===== config.mk =====
export PLATFORM = sky130hd
export DESIGN_NAME = led_blinker
export DESIGN_NICKNAME = d
export VERILOG_FILES = /design/src/rtl/led_blinker.sv
export SDC_FILE = /design/constraint.sdc
export NUM_CORES = 1
export LEC_CHECK = 0
export CORE_ASPECT_RATIO = 0.7
export CORE_MARGIN = 2
export CORE_UTILIZATION = 60
export DETAILED_ROUTE_END_ITERATION = 16
export GPL_TIMING_DRIVEN = 0
export MAX_ROUTING_LAYER = met4
export PLACE_DENSITY = 0.87
export REMOVE_ABC_BUFFERS = 1
export SETUP_SLACK_MARGIN = 0.3
export SLEW_MARGIN = 20
export SYNTH_ARGS = -nofsm -noshare
export SYNTH_HDL_FRONTEND = slang
export SYNTH_SLANG_ARGS = --single-unit

===== constraint.sdc =====
create_clock -name i_clk -period 5.06 [get_ports i_clk]
set_clock_uncertainty 0.2 [all_clocks]
set_input_delay 1.012 -clock i_clk [delete_from_list [all_inputs] [get_ports i_clk]]
set_output_delay 1.012 -clock i_clk [all_outputs]
set_load 0.005 [all_outputs]

===== src/rtl/led_blinker.sv =====
// rtl/led_blinker.sv - multi-channel runtime-configurable LED driver
//
// One shared free-running counter drives NLEDS independent channels. Each
// channel is programmed through a single-cycle write port to off, on, blink
// (counter tap select) or PWM (compare against the low counter bits).
//
// Ports:
//   i_clk        system clock
//   i_reset      synchronous active-high reset
//   i_wr         config write strobe (single cycle, no back-pressure)
//   i_addr       target channel; addresses >= NLEDS match no channel
//   i_mode       0 = off, 1 = on, 2 = blink, 3 = PWM
//   i_rate       blink counter tap index (saturates at CW-1)
//   i_duty       PWM duty
//   o_led        registered LED outputs
//   o_heartbeat  registered copy of counter MSB

module led_blinker #(
    parameter int NLEDS = 4,
    parameter int CW    = 27,
    parameter int PWMW  = 8,
    parameter int AW    = $clog2(NLEDS)
) (
    input  logic             i_clk,
    input  logic             i_reset,
    input  logic             i_wr,
    input  logic [AW-1:0]    i_addr,
    input  logic [1:0]       i_mode,
    input  logic [4:0]       i_rate,
    input  logic [PWMW-1:0]  i_duty,
    output logic [NLEDS-1:0] o_led,
    output logic             o_heartbeat
);

    localparam logic [1:0] MODE_OFF   = 2'd0;
    localparam logic [1:0] MODE_ON    = 2'd1;
    localparam logic [1:0] MODE_BLINK = 2'd2;
    localparam logic [1:0] MODE_PWM   = 2'd3;
    localparam logic [4:0] RATE_MAX   = 5'(CW - 1);

    logic [CW-1:0] r_cnt;
    logic          r_heartbeat;

    always_ff @(posedge i_clk) begin
        if (i_reset) begin
            r_cnt       <= '0;
            r_heartbeat <= 1'b0;
        end else begin
            r_cnt       <= r_cnt + 1'b1;
            r_heartbeat <= r_cnt[CW-1];
        end
    end

    assign o_heartbeat = r_heartbeat;

    for (genvar k = 0; k < NLEDS; k++) begin : g_ch
        logic [1:0]      r_mode;
        logic [4:0]      r_rate;
        logic [PWMW-1:0] r_duty;
        logic            r_led;
        logic [4:0]      w_rate_eff;
        logic [CW-1:0]   w_tap;
        logic            w_next;

        // Saturate the tap so an oversized rate can never select past the MSB.
        assign w_rate_eff = (r_rate > RATE_MAX) ? RATE_MAX : r_rate;
        // A shift instead of a variable bit-select keeps the index width
        // independent of CW.
        assign w_tap      = r_cnt >> w_rate_eff;

        always_comb begin
            w_next = 1'b0;
            case (r_mode)
                MODE_OFF:   w_next = 1'b0;
                MODE_ON:    w_next = 1'b1;
                MODE_BLINK: w_next = w_tap[0];
                MODE_PWM:   w_next = (r_cnt[PWMW-1:0] < r_duty);
                default:    w_next = 1'b0;
            endcase
        end

        // The output uses the pre-edge config, so a write at edge E shows up
        // on o_led only from edge E+1.
        always_ff @(posedge i_clk) begin
            if (i_reset) begin
                r_mode <= MODE_BLINK;
                r_rate <= RATE_MAX;
                r_duty <= '0;
                r_led  <= 1'b0;
            end else begin
                r_led <= w_next;
                if (i_wr && (i_addr == AW'(k))) begin
                    r_mode <= i_mode;
                    r_rate <= i_rate;
                    r_duty <= i_duty;
                end
            end
        end

        assign o_led[k] = r_led;
    end

endmodule

==> metrics.cfg, run 1 <==
[outcome]
status = complete, no violations

[clocking]
post_cts_resized = 0
cts_setup_buffers = 0
root_buffer = clkbuf_16
clkTransAtPathRegs_ps = 60
clk_latency_ps = 340
h-tree-depth = 3
cts_hold_buf = 0
cts_tree = built
cts_made_buffers = 9
cts_sinks = 92
cts_buffer_depth = 2

[timing]
setup_tns_ps = 0
period_minus_slack_ps = 2746
finalMaxSlewViolations = 0
relSlewSlack_pct = 35.57
tightest_slew_ps = 962.8
fmax_mhz = 364.2
hold_viol = 0
setup_viol = 0
period_share_pct = 54.26
rsz0062_at_grt = no

[floorplanning]
rows = 29
start_util_pct = 61.10
pin_count = 25
fp.dieH_um = 84.09
die_w_um = 118.4
core_area_um2 = 8999
dieArea_um2 = 9957

[global_routing]
globalRoute.totalOverflow = 0
antenna_found_initial = 0
grt_pass1_vias = 4703
grt.total_usage_pct = 29.97
grt_max_degree = 76
grt_pass1_wl_um = 23340

[layout]
layout.nets = 736
design_area_um2 = 5939
syn_to_final_growth_pct = 8.034
drive_above_1_share_pct = 5.925
antenna_cells = 0
fill_cells = 756

[yosys]
synth_area_um2 = 5498
synth_top_family_by_area = simple AND/OR/NAND/NOR gates
synth_seq_cells = 92
synth_edf_count = 0
synth_fa_ha_area_share_pct = 6.600
async_reset_ff_share_pct = 0
ys_types = 66
synth_area_leader_cell = dfxtp_1
synth_top_area_share_pct = 33.50
synth_mux_area_share_pct = 4.415
ys_top_cells_by_area = dfxtp_1, nand2_1, ha_1, a21oi_1, nor2_1
ys_top_cells_by_count = nand2_1, dfxtp_1, a21oi_1
ys_seq_area_share_pct = 33.50
syn_inst = 706
ys.flop_type = dfxtp_1
synth-compound-area-share_pct = 20.46
synthSimpleGateAreaFrac_pct = 24.28
yosys_warnings = 0
synth_most_common_cell = nand2_1
synth_xor_area_share_pct = 3.027
syn_avg_cell_area_um2 = 7.787

[critical_path]
path_buf_inv = 1
crit_path_top_delay_cell = nor2_1
max_stage_delay_ps = 740
crit_path_max_fanout = 15
crit_family = simple AND/OR/NAND/NOR gates
worstPathRequired_ps = 5130
crit_arrival_ps = 2810
path_cells = clkdlybuf4s50_1 > nand2_1 > nor2_1 > nand2_1 > a21oi_1
cp-start-kind = input pin
endpoint_kind = flip-flop
critPathKind = input pin to flip-flop
crit_path_frequent_cell = nand2_1

[min_path]
hold_path_class = flip-flop to flip-flop

[power]
leakagePower_nw = 2.191
p_per_area_nw_per_um2 = 271.4
irDropWorstVdd_uv = 177.8
power.total_w = 0.001612

[placement]
routabilityCongestion = 0.9265
dpl.hpwl_um = 10030
port-buffer-count = 24
place_area_um2 = 5653

[drt]
drt_iter0_markers = 508
via_per_inst = 6.270
route.detailed.drc = 0
first_pass_iters = 5
wirelength_um = 14270
ant_nets = 0
dr_total_vias = 5116
wl_per_cell_um = 17.49

[flow_run]
drv_cap = 0

-- final timing paths --
check        depth (start not counted)  slack [ps]                           start                              to
max                                  5        2310                       i_addr[1]  g_ch[2].r_duty[5]$_SDFFE_PP0P_
min reg2reg                          2         260  g_ch[3].r_duty[3]$_SDFFE_PP0P_  g_ch[3].r_duty[3]$_SDFFE_PP0P_
min                                  2         260  g_ch[3].r_duty[3]$_SDFFE_PP0P_  g_ch[3].r_duty[3]$_SDFFE_PP0P_
max reg2reg                          7        2460             r_cnt[4]$_SDFF_PP0_        g_ch[0].r_led$_SDFF_PP0_
-- layer usage --
layer / share of wire, % / GRT usage, % / routed length, µm / up-vias
met5: 0 / - / 0 / -
met4: 1.4 / 8.009 / 195 / 0
met3: 10 / 6.148 / 1495 / 26
met2: 43 / 43.41 / 6084 / 271
met1: 46 / 42.51 / 6492 / 2376
li1: - / - / - / 2443
-- registers in the layout, summed over array words and instances (netlist names) --
register,count
r_cnt,27
g_ch.r_duty,32
g_ch.r_rate,20
o_heartbeat,1
g_ch.r_led,4
g_ch.r_mode,8
-- metrics by stage --
step | setup slack [ps] | hold slack (ps) | utilization [%] | std cells
2_1_floorplan | 2447 | 225.7 | - | 650
3_3_place_gp | 683.9 | 242.7 | 62.40 | 798
3_5_place_dp | 1996 | 246.3 | 62.82 | 800
4_1_cts | 2347 | 254.7 | 66.00 | 816
5_1_grt | 2112 | 267.9 | 66.00 | 816
6_report | 2314 | 255.7 | 66.00 | 816
-- logic make-up (layout without fill, tap and decap cells) --
| group | after synthesis | count (layout) |
|---|---|---|
| xor+xnor | 19 | 19 |
| flops | 92 | 92 |
| mux | 18 | 18 |
| buf+inv | 95 | 81 |
| simple gates | 279 | 279 |
| fa+ha+maj | 29 | 29 |
| compound gates | 174 | 174 |
-- area by class of cell --
class	instances	area [µm²]	share of cell area [%]
multi-input combinational	519	3237	54.50
sequential	92	1842	31.01
timing repair buffer	26	272.8	4.592
clock buffer	12	236.5	3.981
tap	124	155.1	2.612
inverter	39	146.4	2.465
clock inverter	4	50.05	0.8426
-- worst register-to-register path: cells and delay by family, from the launching register on --
family | cells | cell delay [ps]
AO/OA/AOI/OAI | 6 | 1220
adder cells (fa/ha/maj) | 1 | 360
flip-flops | 1 | 690
-- report_power, final --
group          switching [W]  internal (W)  leakage [nW]
logic              0.0000891     0.0000759          1.31
registers          0.0000398      0.000746         0.748
clock network       0.000278      0.000383         0.133
total               0.000407       0.00120          2.19
-- cell usage in the layout, fill, tap and decap left out, types with 6 or more instances in the layout --
| master | instances |
|---|---|
| o21ai_0 | 25 |
| nor2_1 | 41 |
| a21oi_1 | 72 |
| ha_1 | 29 |
| xor2_1 | 12 |
| nand2b_1 | 7 |
| inv_1 | 39 |
| nand3b_1 | 15 |
| nand4_1 | 9 |
| a21o_1 | 8 |
| mux2_2 | 7 |
| mux2i_1 | 7 |
| o2111ai_1 | 7 |
| a2111oi_0 | 6 |
| nand3_1 | 14 |
| dfxtp_1 | 92 |
| clkdlybuf4s50_1 | 23 |
| xnor2_1 | 7 |
| nand2_1 | 146 |
| nor2b_1 | 6 |
| clkbuf_16 | 9 |
| a211oi_1 | 6 |
(Power assumes the default switching activity.)
==> inputs of run 2 (changes only) <==
--- a/config.mk
+++ b/config.mk
@@ -7,11 +7,11 @@
 export LEC_CHECK = 0
 export CORE_ASPECT_RATIO = 0.7
 export CORE_MARGIN = 2
-export CORE_UTILIZATION = 60
+export CORE_UTILIZATION = 55
 export DETAILED_ROUTE_END_ITERATION = 16
 export GPL_TIMING_DRIVEN = 0
 export MAX_ROUTING_LAYER = met4
-export PLACE_DENSITY = 0.87
+export PLACE_DENSITY = 0.84
 export REMOVE_ABC_BUFFERS = 1
 export SETUP_SLACK_MARGIN = 0.3
 export SLEW_MARGIN = 20
==> constraint.sdc (replaced) <==
create_clock -name i_clk -period 2.2 [get_ports i_clk]
set_clock_uncertainty 0.2 [all_clocks]
set_input_delay 0.44 -clock i_clk [delete_from_list [all_inputs] [get_ports i_clk]]
set_output_delay 0.44 -clock i_clk [all_outputs]
set_load 0.005 [all_outputs]
==> run 2 against run 1 <==
Global-route usage rose by 1.8 points. Combinational power rose to 3.0 times the previous value. Register-to-register slack got worse by 2300 ps. Wire length rose by 17%. Clock power rose to 2.6 times the previous value. Flip-flop and latch count did not move.
==> metrics.cfg, run 2 (synthesis results as in run 1) <==
[layout]
syn_to_final_growth_pct = 24.40
largest_register = g_ch.r_duty
final_util_pct = 70.35
final_common_cell = nand2_1
reg_top3 = g_ch.r_duty x32, r_cnt x27, g_ch.r_rate x20
final_cell_mix = nand2_1, a21oi_1, dfxtp_1
layout.nets = 781
design_area_um2 = 6839
antenna_cells = 0
largest_reg_flops = 32
fill_cells = 696
drive_above_1_share_pct = 23.61

[floorplanning]
fp.dieH_um = 87.65
dieArea_um2 = 10820
rows = 30
start_util_pct = 56.55
core_area_um2 = 9722
pin_count = 25
die_w_um = 123.5

[drt]
route.detailed.drc = 0
wirelength_um = 16630
dr_total_vias = 5503
ant_nets = 0
via_per_inst = 6.362
first_pass_iters = 6
drt_iter0_markers = 576
wl_per_cell_um = 19.23

[global_routing]
antenna_found_initial = 0
grt_pass1_wl_um = 25630
grt_max_degree = 70
grt_pass1_vias = 4938
grt.total_usage_pct = 31.74
globalRoute.totalOverflow = 0

[timing]
setup_viol = 0
hold_viol = 0
period_share_pct = 93.92
finalMaxSlewViolations = 0
relSlewSlack_pct = 62.12
setup_ws_ps = 133.8
fmax_mhz = 484.0
period_minus_slack_ps = 2066
tightest_slew_ps = 566.6
rsz0062_at_grt = yes

[placement]
routabilityCongestion = 0.9254
dp_slack_ps = -399.9
place_area_um2 = 5658
port-buffer-count = 24
dpl.hpwl_um = 10190

[outcome]
status = complete, no violations

[critical_path]
endpoint_kind = flip-flop
critPathKind = flip-flop to flip-flop
cp-start-kind = flip-flop
crit_arrival_ps = 2110
crit_path_max_fanout = 5
worstPathRequired_ps = 2240

[clocking]
cts_hold_buf = 0
cts_sinks = 92
h-tree-depth = 3
cts_tree = built
clk_latency_ps = 350
cts_buffer_depth = 2
clkTransAtPathRegs_ps = 60
root_buffer = clkbuf_16
cts_made_buffers = 9

[power]
leakagePower_nw = 2.553
p_per_area_nw_per_um2 = 581.9
irDropWorstVdd_uv = 398.1

[min_path]
hold_path_class = input pin to flip-flop

[flow_run]
drv_cap = 0

==> run 2: per-stage QoR <==
step           power, W  hold WS [ps]  TNS [ps]  std cells
6_report       0.003980         254.0         0        865
5_1_grt        0.004112         262.1         0        865
4_1_cts        0.003917         246.4         0        853
3_5_place_dp   0.002212         247.0     -9173        804
3_3_place_gp   0.002186         244.4   -124740        802
2_1_floorplan  0.002036         225.7         0        650
==> run 2: worst paths after layout <==
path                                                      from                             end  slack (ps)  cells after the start
worst max-delay path                       r_cnt[3]$_SDFF_PP0_        g_ch[0].r_led$_SDFF_PP0_         130                      8
worst min-delay path                                   i_reset            r_cnt[20]$_SDFF_PP0_         250                      2
worst max register to register             r_cnt[3]$_SDFF_PP0_        g_ch[0].r_led$_SDFF_PP0_         130                      8
worst min register to register  g_ch[1].r_duty[1]$_SDFFE_PP0P_  g_ch[1].r_duty[1]$_SDFFE_PP0P_         260                      2
==> run 2: report_power, final <==
group	leakage [nW]	switching, W	internal, W	total [W]
combinational	1.63	0.000271	0.000229	0.000500
clock	0.159	0.000679	0.00103	0.00171
sequential	0.763	0.0000785	0.00170	0.00177
total	2.55	0.00103	0.00295	0.00398
==> run 2: layer usage <==
metal,routed length (µm),track usage [%],vias up
met2,7228,45.40,331
li1,-,-,2538
met1,7035,43.60,2583
met5,0,-,-
met4,351,8.678,0
met3,2015,9.180,51
==> run 2: worst max-delay path, cell delays in order, from the launching register on <==
cell and delay [ps]:
dfxtp_4 370, buf_12 130, ha_1 180, a21o_1 160
a211oi_1 230, o21ai_1 110, o2111ai_2 80, a32oi_2 150
a311oi_2 340
==> run 2: what timing repair did <==
item                       in CTS  in global routing
setup endpoints to repair      54                 45
pin swaps                      13                 17
buffers inserted               33                 12
resized for setup             103                 41
==> run 2: final cells by class <==
type | count | area (µm²) | area share, %
Timing Repair Buffer | 71 | 660.6 | 9.660
Tap cell | 128 | 160.2 | 2.342
Inverter | 39 | 146.4 | 2.140
Multi-Input combinational cell | 519 | 3593 | 52.54
Sequential cell | 92 | 1953 | 28.56
Clock buffer | 10 | 239.0 | 3.494
Clock inverter | 6 | 86.33 | 1.262
